File: src/rtl/uart_tx_bit_sampler.sv
// UART 8N1 transmitter with a one-entry holding register. Bit timing comes from
// a prescaler feeding a sample counter, mirroring the oversampled receiver.
module uart_tx_bit_sampler #(
  parameter int CLKS_PER_SAMPLE = 4,
  parameter int SAMPLES_PER_BIT = 16,
  parameter int DATA_BITS       = 8
) (
  input  logic                 clk,
  input  logic                 rst_n,
  input  logic [DATA_BITS-1:0] tx_data,
  input  logic                 tx_valid,
  output logic                 tx_ready,
  output logic                 tx_out,
  output logic                 tx_busy,
  output logic                 tx_done
);

  localparam int PW = (CLKS_PER_SAMPLE > 1) ? $clog2(CLKS_PER_SAMPLE) : 1;
  localparam int SW = (SAMPLES_PER_BIT > 1) ? $clog2(SAMPLES_PER_BIT) : 1;
  localparam int BW = (DATA_BITS > 1) ? $clog2(DATA_BITS) : 1;
  localparam logic [PW-1:0] PRESC_LAST = PW'(CLKS_PER_SAMPLE - 1);
  localparam logic [SW-1:0] SAMP_LAST  = SW'(SAMPLES_PER_BIT - 1);
  localparam logic [BW-1:0] BIT_LAST   = BW'(DATA_BITS - 1);

  typedef enum logic [1:0] {S_IDLE, S_START, S_DATA, S_STOP} state_t;

  state_t               r_state;
  logic [PW-1:0]        r_presc;
  logic [SW-1:0]        r_samp;
  logic [BW-1:0]        r_bit_idx;
  logic [DATA_BITS-1:0] r_shift;
  logic [DATA_BITS-1:0] r_hold_data;
  logic                 r_hold_full;
  logic                 r_tx_out;
  logic                 r_tx_busy;
  logic                 r_tx_done;

  logic w_tick;
  logic w_bit_end;
  logic w_accept;
  logic w_load;

  assign w_tick    = (r_presc == PRESC_LAST);
  assign w_bit_end = w_tick && (r_samp == SAMP_LAST);
  assign w_accept  = tx_valid && !r_hold_full;
  assign w_load    = r_hold_full &&
                     ((r_state == S_IDLE) || ((r_state == S_STOP) && w_bit_end));

  assign tx_ready = !r_hold_full;
  assign tx_out   = r_tx_out;
  assign tx_busy  = r_tx_busy;
  assign tx_done  = r_tx_done;

  always_ff @(posedge clk or negedge rst_n) begin
    if (!rst_n) begin
      r_hold_full <= 1'b0;
      r_hold_data <= '0;
    end else if (w_accept) begin
      r_hold_full <= 1'b1;
      r_hold_data <= tx_data;
    end else if (w_load) begin
      r_hold_full <= 1'b0;
    end
  end

  // Outputs are registered from the current state, so the line trails the
  // state by one clk; tx_busy and tx_done share that lag and stay aligned.
  always_ff @(posedge clk or negedge rst_n) begin
    if (!rst_n) begin
      r_state   <= S_IDLE;
      r_presc   <= '0;
      r_samp    <= '0;
      r_bit_idx <= '0;
      r_shift   <= '0;
      r_tx_out  <= 1'b1;
      r_tx_busy <= 1'b0;
      r_tx_done <= 1'b0;
    end else begin
      r_tx_out  <= (r_state == S_START) ? 1'b0 :
                   (r_state == S_DATA)  ? r_shift[0] : 1'b1;
      r_tx_busy <= (r_state != S_IDLE);
      r_tx_done <= (r_state == S_STOP) && w_bit_end;

      if (r_state == S_IDLE) begin
        r_presc <= '0;
        r_samp  <= '0;
      end else begin
        r_presc <= w_tick ? '0 : r_presc + PW'(1);
        if (w_tick) begin
          r_samp <= (r_samp == SAMP_LAST) ? '0 : r_samp + SW'(1);
        end
      end

      case (r_state)
        S_IDLE: begin
          if (w_load) begin
            r_shift   <= r_hold_data;
            r_bit_idx <= '0;
            r_state   <= S_START;
          end
        end
        S_START: begin
          if (w_bit_end) begin
            r_bit_idx <= '0;
            r_state   <= S_DATA;
          end
        end
        S_DATA: begin
          if (w_bit_end) begin
            r_shift <= r_shift >> 1;
            if (r_bit_idx == BIT_LAST) begin
              r_state <= S_STOP;
            end else begin
              r_bit_idx <= r_bit_idx + BW'(1);
            end
          end
        end
        S_STOP: begin
          if (w_bit_end) begin
            if (w_load) begin
              r_shift   <= r_hold_data;
              r_bit_idx <= '0;
              r_state   <= S_START;
            end else begin
              r_state <= S_IDLE;
            end
          end
        end
        default: r_state <= S_IDLE;
      endcase
    end
  end

endmodule

File: config.mk
export PLATFORM = sky130hd
export DESIGN_NAME = uart_tx_bit_sampler
export DESIGN_NICKNAME = d
export VERILOG_FILES = /design/src/rtl/uart_tx_bit_sampler.sv
export SDC_FILE = /design/constraint.sdc
export NUM_CORES = 1
export LEC_CHECK = 0
export CAP_MARGIN = 0
export CELL_PAD_IN_SITES_DETAIL_PLACEMENT = 1
export CELL_PAD_IN_SITES_GLOBAL_PLACEMENT = 1
export CORE_UTILIZATION = 45
export CTS_BUF_LIST = sky130_fd_sc_hd__clkbuf_4
export DETAILED_ROUTE_END_ITERATION = 12
export PLACE_DENSITY = 0.83
export SYNTH_ARGS = -nofsm -noshare
export SYNTH_HDL_FRONTEND = slang
export SYNTH_SLANG_ARGS = --single-unit
File: constraint.sdc
create_clock -name clk -period 2.2 [get_ports clk]
set_input_delay 0.66 -clock clk [delete_from_list [all_inputs] [get_ports clk]]
set_output_delay 0.66 -clock clk [all_outputs]
set_load 0.01 [all_outputs]
==> impl_metrics.py, run 1 <==
metrics = {
    "sta": {
        "hold_violations": 0,
        "fin_tns_setup_ns": 0,
        "post-route-min-period_ns": 2.04,
        "rsz0062_at_grt": "false",
        "drv_slew": 0,
        "slew_headroom_pct": 73.8,
        "fin_skew_ns": 0.0109,
        "tightestPinTransition_ns": 0.393,
        "max_freq_mhz": 490,
        "post-route-period-util_pct": 92.7,
        "setup_viol": 0,
    },
    "worst_setup_path": {
        "crit_cells": 1,
        "setup.worst_path.end": "tx_out",
        "cp-start-kind": "register",
        "cp.arrival_ns": 1.38,
        "startpoint": "tx_out",
        "crit_family": "flip-flops",
        "cp_data_required_time_ns": 1.54,
        "worstSetupPathType": "reg -> out",
        "cp_num_buf_inv": 1,
        "slowest_delay_ns": 0.52,
        "crit_chain": "clkdlybuf4s50_1",
        "timing.rr.start": "r_state[0]",
        "rrSetupSlack_ns": 0.22,
        "crit_path_top_delay_cell": "dfstp_2",
        "crit_fanout": 1,
        "end_kind": "primary output",
        "r2r_end": "r_shift[3]",
        "r2r_cells": 6,
    },
    "global_routing": {
        "grt_max_degree": 32,
        "grt_pass1_vias": 1131,
        "grt_pass1_wl_um": 5040,
        "antenna_found_initial": 0,
        "overflow": 0,
        "grt_use_total_pct": 19.8,
    },
    "die": {
        "die_area_sq_um": 3710,
        "rows": 21,
        "coreArea_sq_um": 3340,
        "initial_utilization_pct": 46.8,
        "die_h_um": 60.9,
        "pin_count": 15,
        "die_x_um": 60.9,
    },
    "status": {
        "status": "complete, no violations",
    },
    "power": {
        "power.density_nw_per_um2": 1280,
        "ir_worst_vdd_uv": 558,
        "leakage_nw": 0.820,
    },
    "synth": {
        "ys_seq_area_share_pct": 49.8,
        "synth_cell_types": 35,
        "synth_cells": 125,
        "ys_async_sr_fraction_pct": 100,
        "syn_area_sq_um": 1560,
        "synth_nets": 146,
        "synth_edf_count": 0,
        "ys_seq_elements": 31,
        "synth_ff_type": "dfrtp_1",
        "syn-mean-instance-area_sq_um": 12.5,
        "yosysWarnings": 0,
    },
    "drt": {
        "via_per_inst": 5.39,
        "routed_wl_um": 2980,
        "antenna_left": 0,
        "drc": 0,
        "dr.pass1.iters": 4,
        "drtIter0Drc": 17,
        "wire_per_inst_um": 15.4,
        "vias": 1040,
    },
    "clocking": {
        "post_cts_buffers": 0,
        "postCtsHoldBufs": 0,
        "cts-resized-gates": 0,
        "clk_pin_slew_ns": 0.09,
        "cts_tree": "yes",
        "clock-root-buffer": "clkbuf_4",
        "cts_made_buffers": 5,
        "clkLatencyLatePin_ns": 0.34,
        "clockBufferDepth": 2,
        "htreeDepth": 2,
        "clock-sinks": 31,
    },
    "layout": {
        "drive_gt1_share_pct": 28.6,
        "fin_area_sq_um": 1820,
        "fin_util_pct": 54.5,
        "nets": 167,
        "antenna_cells": 0,
        "fillers": 365,
        "synthToLayoutAreaGrowth_pct": 16.4,
    },
    "place": {
        "place.gp.congestion": 0.806,
        "dp_hpwl_um": 2210,
        "post_dp_cell_area_sq_um": 1760,
        "port_buffers": 14,
    },
    "min_path": {
        "worstHoldPathType": "reg -> reg",
    },
    "flow_run": {
        "timing.max_cap.violations": 0,
    },
}
==> flip-flops by register name (all words and copies together) (netlist names) <==
name         cells
tx_busy          1
r_samp           4
r_hold_full      1
r_presc          2
tx_done          1
r_bit_idx        3
r_shift          8
tx_out           1
r_state          2
r_hold_data      8
==> layout make-up <==
| cell class | instances | area [sq um] | area share, % |
|---|---|---|---|
| Clock inverter | 1 | 5.00 | 0.275 |
| Inverter | 6 | 22.5 | 1.24 |
| Timing Repair Buffer | 20 | 185 | 10.2 |
| Multi-Input combinational cell | 82 | 718 | 39.5 |
| Sequential cell | 31 | 777 | 42.7 |
| Clock buffer | 7 | 52.6 | 2.89 |
| Tap cell | 46 | 57.6 | 3.17 |
==> per-stage QoR <==
| step | power [mW] | worst slack (ns) | cells | hold WS [ns] |
|---|---|---|---|---|
| floorplan | 1.71 | 0.411 | 125 | 0.364 |
| global placement | 1.92 | 0.305 | 185 | 0.422 |
| detailed placement | 2.01 | 0.229 | 185 | 0.454 |
| CTS | 2.37 | 0.140 | 193 | 0.468 |
| global route | 2.52 | 0.104 | 193 | 0.480 |
| finish | 2.33 | 0.161 | 193 | 0.458 |
==> power by group <==
group          switching (mW)  internal, mW  total, mW  leakage [nW]
sequential              0.134         0.806      0.940         0.383
combinational           0.488         0.559       1.05         0.402
clock                   0.197         0.149      0.346        0.0361
total                   0.819          1.51       2.33         0.820
==> worst min-delay path by stage <==
| stage | to | from | slack, ns | depth (start not counted) |
|---|---|---|---|---|
| 5_1_grt | r_presc[0] | r_presc[0] | 0.48 | 1 |
| 2_1_floorplan | r_bit_idx[0] | rst_n | 0.36 | 0 |
| 3_5_place_dp | r_presc[0] | r_presc[0] | 0.45 | 1 |
| 4_1_cts | r_presc[0] | r_presc[0] | 0.47 | 1 |
| 3_3_place_gp | r_presc[0] | r_presc[0] | 0.42 | 1 |
| 6_report | r_presc[0] | r_presc[0] | 0.46 | 1 |
==> cell usage in the layout (no fill, tap or decap), types with 2 or more instances in the layout <==
master,instances
clkdlybuf4s50_1,14
nor2b_1,3
nand2b_1,2
ha_1,10
dfrtp_1,30
clkbuf_4,7
buf_4,6
o21ai_0,4
mux2i_1,4
mux2_2,23
inv_1,6
a21oi_1,5
nor2_1,6
nand2_1,5
a22o_1,2
==> layer usage <==
metal	wire, um	vias up	GRT usage, %	part of all wire, %
met5	0	-	0	0
met4	102	0	15.9	3.4
met3	86	10	4.69	2.9
met2	1500	20	32.0	50
met1	1290	523	22.3	43
li1	-	487	-	-
==> synthesized netlist by cell type, drive strengths merged, types with 2 or more instances <==
master  count  area (sq um)
a21oi       5          25.0
a22o        2          17.5
a31oi       2          27.5
buf         5          40.0
dfrtp      30           751
ha         10           125
inv         6          22.5
mux2       23           259
mux2i       4          40.0
nand2       5          18.8
nand2b      2          12.5
nor2        6          22.5
nor2b       3          18.8
o21ai       4          20.0
==> cell families (layout without fill, tap and decap cells) <==
kind of cell	count (synthesis)	count (layout)	synth area share, %
and+or+nand+nor	25	25	9.29
xor gates and xnor gates	1	1	0.561
DFF	31	31	49.8
buffers and inverters	12	34	4.25
muxes	27	27	19.2
AOI/OAI and AO/OA	19	19	8.98
adders and majority gates	10	10	8.01
Power figures use the tool's default switching activity.
==> run 2, diff against run 1 <==
--- a/config.mk
+++ b/config.mk
@@ -15,3 +15,4 @@
 export SYNTH_ARGS = -nofsm -noshare
 export SYNTH_HDL_FRONTEND = slang
 export SYNTH_SLANG_ARGS = --single-unit
+export TNS_END_PERCENT = 20
==> constraint.sdc (replaced) <==
create_clock -name clk -period 2.65 [get_ports clk]
set_input_delay 0.795 -clock clk [delete_from_list [all_inputs] [get_ports clk]]
set_output_delay 0.795 -clock clk [all_outputs]
set_load 0.01 [all_outputs]
==> run 2 against run 1 <==
- hold slack lost 0.0080 ns
- clock skew increased by 0.00053 ns
- wire length shrank 4.3%
- setup slack better by 0.21 ns
- clock power shrank 22%
- die area stayed put
- design area shrank 1.5%
==> impl_metrics.py, run 2 (same netlist as run 1, synthesis figures left out) <==
metrics = {
    "worst_setup_path": {
        "slowest_delay_ns": 0.53,
        "crit_chain": "inv_1 > clkdlybuf4s50_1",
        "cp_num_buf_inv": 2,
        "crit_path_top_delay_cell": "clkdlybuf4s50_1",
        "cp_data_required_time_ns": 1.86,
        "end_kind": "primary output",
        "crit_fanout": 8,
        "cp-start-kind": "register",
        "worstSetupPathType": "reg -> out",
        "cp.arrival_ns": 1.48,
        "crit_family": "buffers and inverters",
    },
    "global_routing": {
        "antenna_found_initial": 0,
        "use_met3_pct": 6.40,
        "grt_pass1_vias": 1013,
        "met1_usage_pct": 22.4,
        "grt_busiest_layer": "met2",
        "gr-usage-met2_pct": 29.2,
        "grt_pass1_wl_um": 4710,
        "overflow": 0,
        "grt_max_degree": 32,
        "grt_use_total_pct": 18.1,
    },
    "min_path": {
        "worstHoldPathType": "reg -> reg",
    },
    "die": {
        "initial_utilization_pct": 46.8,
        "coreArea_sq_um": 3340,
        "die_h_um": 60.9,
        "rows": 21,
        "die_x_um": 60.9,
        "pin_count": 15,
        "die_area_sq_um": 3710,
    },
    "power": {
        "p_sw_share_pct": 35.1,
        "intPower_mw": 1.22,
        "power_switching_mw": 0.658,
        "power.density_nw_per_um2": 1050,
        "p_total_mw": 1.87,
        "p_comb_share_pct": 42.8,
        "pwr-share-seq_pct": 42.8,
        "leakage_nw": 0.800,
        "ir_worst_vdd_uv": 536,
        "p_clk_share_pct": 14.4,
    },
    "sta": {
        "hold_violations": 0,
        "fin_tns_setup_ns": 0,
        "fin_skew_ns": 0.0114,
        "rsz0062_at_grt": "false",
        "setup_viol": 0,
        "slew_headroom_pct": 69.9,
        "post-route-min-period_ns": 2.28,
        "worst_hold_slack_ns": 0.450,
        "post-route-period-util_pct": 85.9,
        "fin_ws_ns": 0.374,
        "drv_slew": 0,
        "tightestPinTransition_ns": 0.452,
        "max_freq_mhz": 439,
    },
    "drt": {
        "routed_wl_um": 2850,
        "dr.pass1.iters": 4,
        "drc": 0,
        "via_per_inst": 5.27,
        "vias": 1002,
        "antenna_left": 0,
        "drtIter0Drc": 14,
        "wire_per_inst_um": 15.0,
    },
    "layout": {
        "largest_registers": "r_hold_data x8, r_shift x8, r_samp x4",
        "seqCellArea_sq_um": 777,
        "multi_input_area_sq_um": 718,
        "mostFrequentLayoutCells": "30 x dfrtp_1, 23 x mux2_2, 14 x clkdlybuf4s50_1",
        "mostFrequentLayoutCell": "dfrtp_1",
        "drive_gt1_share_pct": 25.7,
        "synthToLayoutAreaGrowth_pct": 14.7,
        "fillers": 354,
        "antenna_cells": 0,
        "nets": 164,
    },
    "place": {
        "place_ws_ns": 0.563,
        "port_buffers": 14,
        "dp_hpwl_um": 2080,
        "place.gp.congestion": 0.797,
    },
    "clocking": {
        "post_cts_buffers": 0,
        "postCtsHoldBufs": 0,
        "clk_pin_slew_ns": 0.10,
        "cts_made_buffers": 5,
        "clkLatencyLatePin_ns": 0.33,
        "clock-sinks": 31,
        "htreeDepth": 2,
        "clockBufferDepth": 2,
        "cts-resized-gates": 0,
        "cts_tree": "yes",
        "clock-root-buffer": "clkbuf_4",
    },
    "status": {
        "status": "complete, no violations",
    },
    "flow_run": {
        "timing.max_cap.violations": 0,
    },
}
## run 2: worst paths after layout
path,slack (ns),startpoint,cells after the start,to
min in group asynchronous,0.85,rst_n,2,tx_done
max reg2reg,0.55,r_state[0],6,r_shift[2]
min reg2reg,0.45,r_presc[0],1,r_presc[0]
max in group asynchronous,1.48,rst_n,2,tx_out
max,0.37,r_hold_full,2,tx_ready
min,0.45,r_presc[0],1,r_presc[0]
## run 2: worst register-to-register path, cell delays in order (launching register included)
cell and delay, ns:
dfrtp_1 0.44, inv_1 0.15, ha_1 0.38, nand4bb_1 0.18, o22ai_1 0.12, a31oi_4 0.33
mux2_2 0.39
## run 2: layer usage
layer	part of all wire (%)	vias up
met2	48	21
li1	-	480
met5	0	-
met4	1.1	0
met1	47	497
met3	4.0	4
## run 2: final cells by class
type | instances | area share (%)
well taps | 46 | 3.21
inverters | 6 | 1.26
clock buffers | 6 | 2.52
repair buffers | 17 | 9.08
clock inverters | 2 | 0.419
multi-input cells | 82 | 40.1
flip-flops and latches | 31 | 43.4
## run 2: metrics by stage
step	instances	instance area, sq um	util, %
after floorplan	125	1560	-
after global placement	182	1740	52.1
after detailed placement	182	1740	52.1
after CTS	190	1790	53.7
after global routing	190	1790	53.7
final	190	1790	53.7
## run 2: power by group through the flow
stage	clock, mW	combinational [mW]	sequential (mW)
5_1_grt	0.302	0.889	0.828
3_5_place_dp	0	0.809	0.814
6_report	0.269	0.802	0.802
3_3_place_gp	0	0.765	0.795
2_1_floorplan	0	0.656	0.761
4_1_cts	0.284	0.815	0.803
==> run 3, diff against run 2 <==
--- a/config.mk
+++ b/config.mk
@@ -9,9 +9,9 @@
 export CELL_PAD_IN_SITES_DETAIL_PLACEMENT = 1
 export CELL_PAD_IN_SITES_GLOBAL_PLACEMENT = 1
 export CORE_UTILIZATION = 45
-export CTS_BUF_LIST = sky130_fd_sc_hd__clkbuf_4
 export DETAILED_ROUTE_END_ITERATION = 12
 export PLACE_DENSITY = 0.83
+export SLEW_MARGIN = 20
 export SYNTH_ARGS = -nofsm -noshare
 export SYNTH_HDL_FRONTEND = slang
 export SYNTH_SLANG_ARGS = --single-unit
==> run 3 against run 2 <==
- first-iteration DRC count stayed put
- hold slack hardly changed
- maximum frequency is 0.43% lower
- final cell count stayed put
- critical path depth stayed put
- die area stayed put
==> impl_metrics.py, run 3 (same netlist as run 1, synthesis figures left out) <==
metrics = {
    "place": {
        "place_ws_ns": 0.563,
        "port_buffers": 14,
        "place.gp.congestion": 0.797,
        "post_dp_cell_area_sq_um": 1740,
        "dp_hpwl_um": 2080,
    },
    "clocking": {
        "cts-resized-gates": 0,
        "clockBufferDepth": 2,
        "clock-sinks": 31,
        "cts_made_buffers": 5,
        "clock-root-buffer": "clkbuf_4",
        "clkLatencyLatePin_ns": 0.34,
        "postCtsHoldBufs": 0,
        "htreeDepth": 2,
        "post_cts_buffers": 0,
        "cts_tree": "yes",
        "clk_pin_slew_ns": 0.10,
    },
    "status": {
        "status": "complete, no violations",
    },
    "layout": {
        "synthToLayoutAreaGrowth_pct": 15.7,
        "antenna_cells": 0,
        "fin_area_sq_um": 1810,
        "multi_input_area_sq_um": 718,
        "nets": 164,
        "mostFrequentLayoutCells": "30 x dfrtp_1, 23 x mux2_2, 14 x clkdlybuf4s50_1",
        "largest_registers": "r_hold_data x8, r_shift x8, r_samp x4",
        "drive_gt1_share_pct": 26.4,
        "fillers": 355,
        "mostFrequentLayoutCell": "dfrtp_1",
        "seqCellArea_sq_um": 777,
    },
    "sta": {
        "worst_hold_slack_ns": 0.450,
        "drv_slew": 0,
        "post-route-min-period_ns": 2.29,
        "max_freq_mhz": 437,
        "fin_tns_setup_ns": 0,
        "slew_headroom_pct": 69.7,
        "setup_viol": 0,
        "fin_ws_ns": 0.364,
        "post-route-period-util_pct": 86.3,
        "fin_skew_ns": 0.00955,
        "tightestPinTransition_ns": 0.455,
        "rsz0062_at_grt": "false",
        "hold_violations": 0,
    },
    "power": {
        "intPower_mw": 1.26,
        "p_comb_share_pct": 41.6,
        "p_clk_share_pct": 16.7,
        "power_switching_mw": 0.661,
        "power.density_nw_per_um2": 1060,
        "leakage_nw": 0.808,
        "p_total_mw": 1.92,
        "p_sw_share_pct": 34.4,
        "ir_worst_vdd_uv": 536,
        "pwr-share-seq_pct": 41.7,
    },
    "drt": {
        "wire_per_inst_um": 14.9,
        "antenna_left": 0,
        "via_per_inst": 5.26,
        "drtIter0Drc": 14,
        "dr.pass1.iters": 4,
        "routed_wl_um": 2840,
        "vias": 999,
        "drc": 0,
    },
    "die": {
        "die_h_um": 60.9,
        "die_x_um": 60.9,
        "initial_utilization_pct": 46.8,
        "rows": 21,
        "die_area_sq_um": 3710,
        "coreArea_sq_um": 3340,
        "pin_count": 15,
    },
    "global_routing": {
        "overflow": 0,
        "grt_max_degree": 32,
        "grt_pass1_wl_um": 4760,
        "grt_use_total_pct": 18.4,
        "antenna_found_initial": 0,
        "grt_pass1_vias": 1020,
    },
    "worst_setup_path": {
        "cp-start-kind": "register",
        "cp.arrival_ns": 1.49,
        "end_kind": "primary output",
        "crit_fanout": 8,
        "cp_data_required_time_ns": 1.86,
        "worstSetupPathType": "reg -> out",
    },
    "flow_run": {
        "timing.max_cap.violations": 0,
    },
    "min_path": {
        "worstHoldPathType": "reg -> reg",
    },
}
==> run 3: per-stage QoR <==
step,std cells,util [%]
6_report,190,54.1
5_1_grt,190,54.1
4_1_cts,190,54.1
3_5_place_dp,182,52.1
3_3_place_gp,182,52.1
2_1_floorplan,125,-
==> run 3: layout make-up <==
cell class / instances / share of cell area, %
Inverter: 6 / 1.25
Tap cell: 46 / 3.19
Timing Repair Buffer: 17 / 9.00
Clock buffer: 8 / 3.81
Multi-Input combinational cell: 82 / 39.8
Sequential cell: 31 / 43.0
==> run 3: final timing paths <==
check                             from         end  slack [ns]  cells after the start
max in group asynchronous        rst_n      tx_out        1.48                      2
hold / removal              r_presc[0]  r_presc[0]        0.45                      1
setup / recovery           r_hold_full    tx_ready        0.36                      2
min in group asynchronous        rst_n   r_samp[3]        0.84                      2
setup reg to reg            r_state[0]  r_shift[2]        0.56                      6
hold reg to reg             r_presc[0]  r_presc[0]        0.45                      1
==> run 3: layer usage <==
layer  part of all wire, %  vias up  GRT usage [%]
li1                      -      478              -
met1                    46      497           22.4
met2                    48       17           29.7
met3                   3.9        7           6.40
met4                   1.8        0           7.79
met5                     0        -              0
==> run 3: worst max-delay path, cell delays in order (launching register included) <==
cell and delay (ns):
dfrtp_1 0.51, inv_1 0.12, clkdlybuf4s50_1 0.53
==> run 3: power groups by stage <==
stage          sequential (mW)  combinational, mW  clock, mW
2_1_floorplan            0.761              0.656          0
3_3_place_gp             0.795              0.765          0
3_5_place_dp             0.814              0.809          0
4_1_cts                  0.804              0.814      0.332
5_1_grt                  0.829              0.890      0.353
6_report                 0.802              0.801      0.320
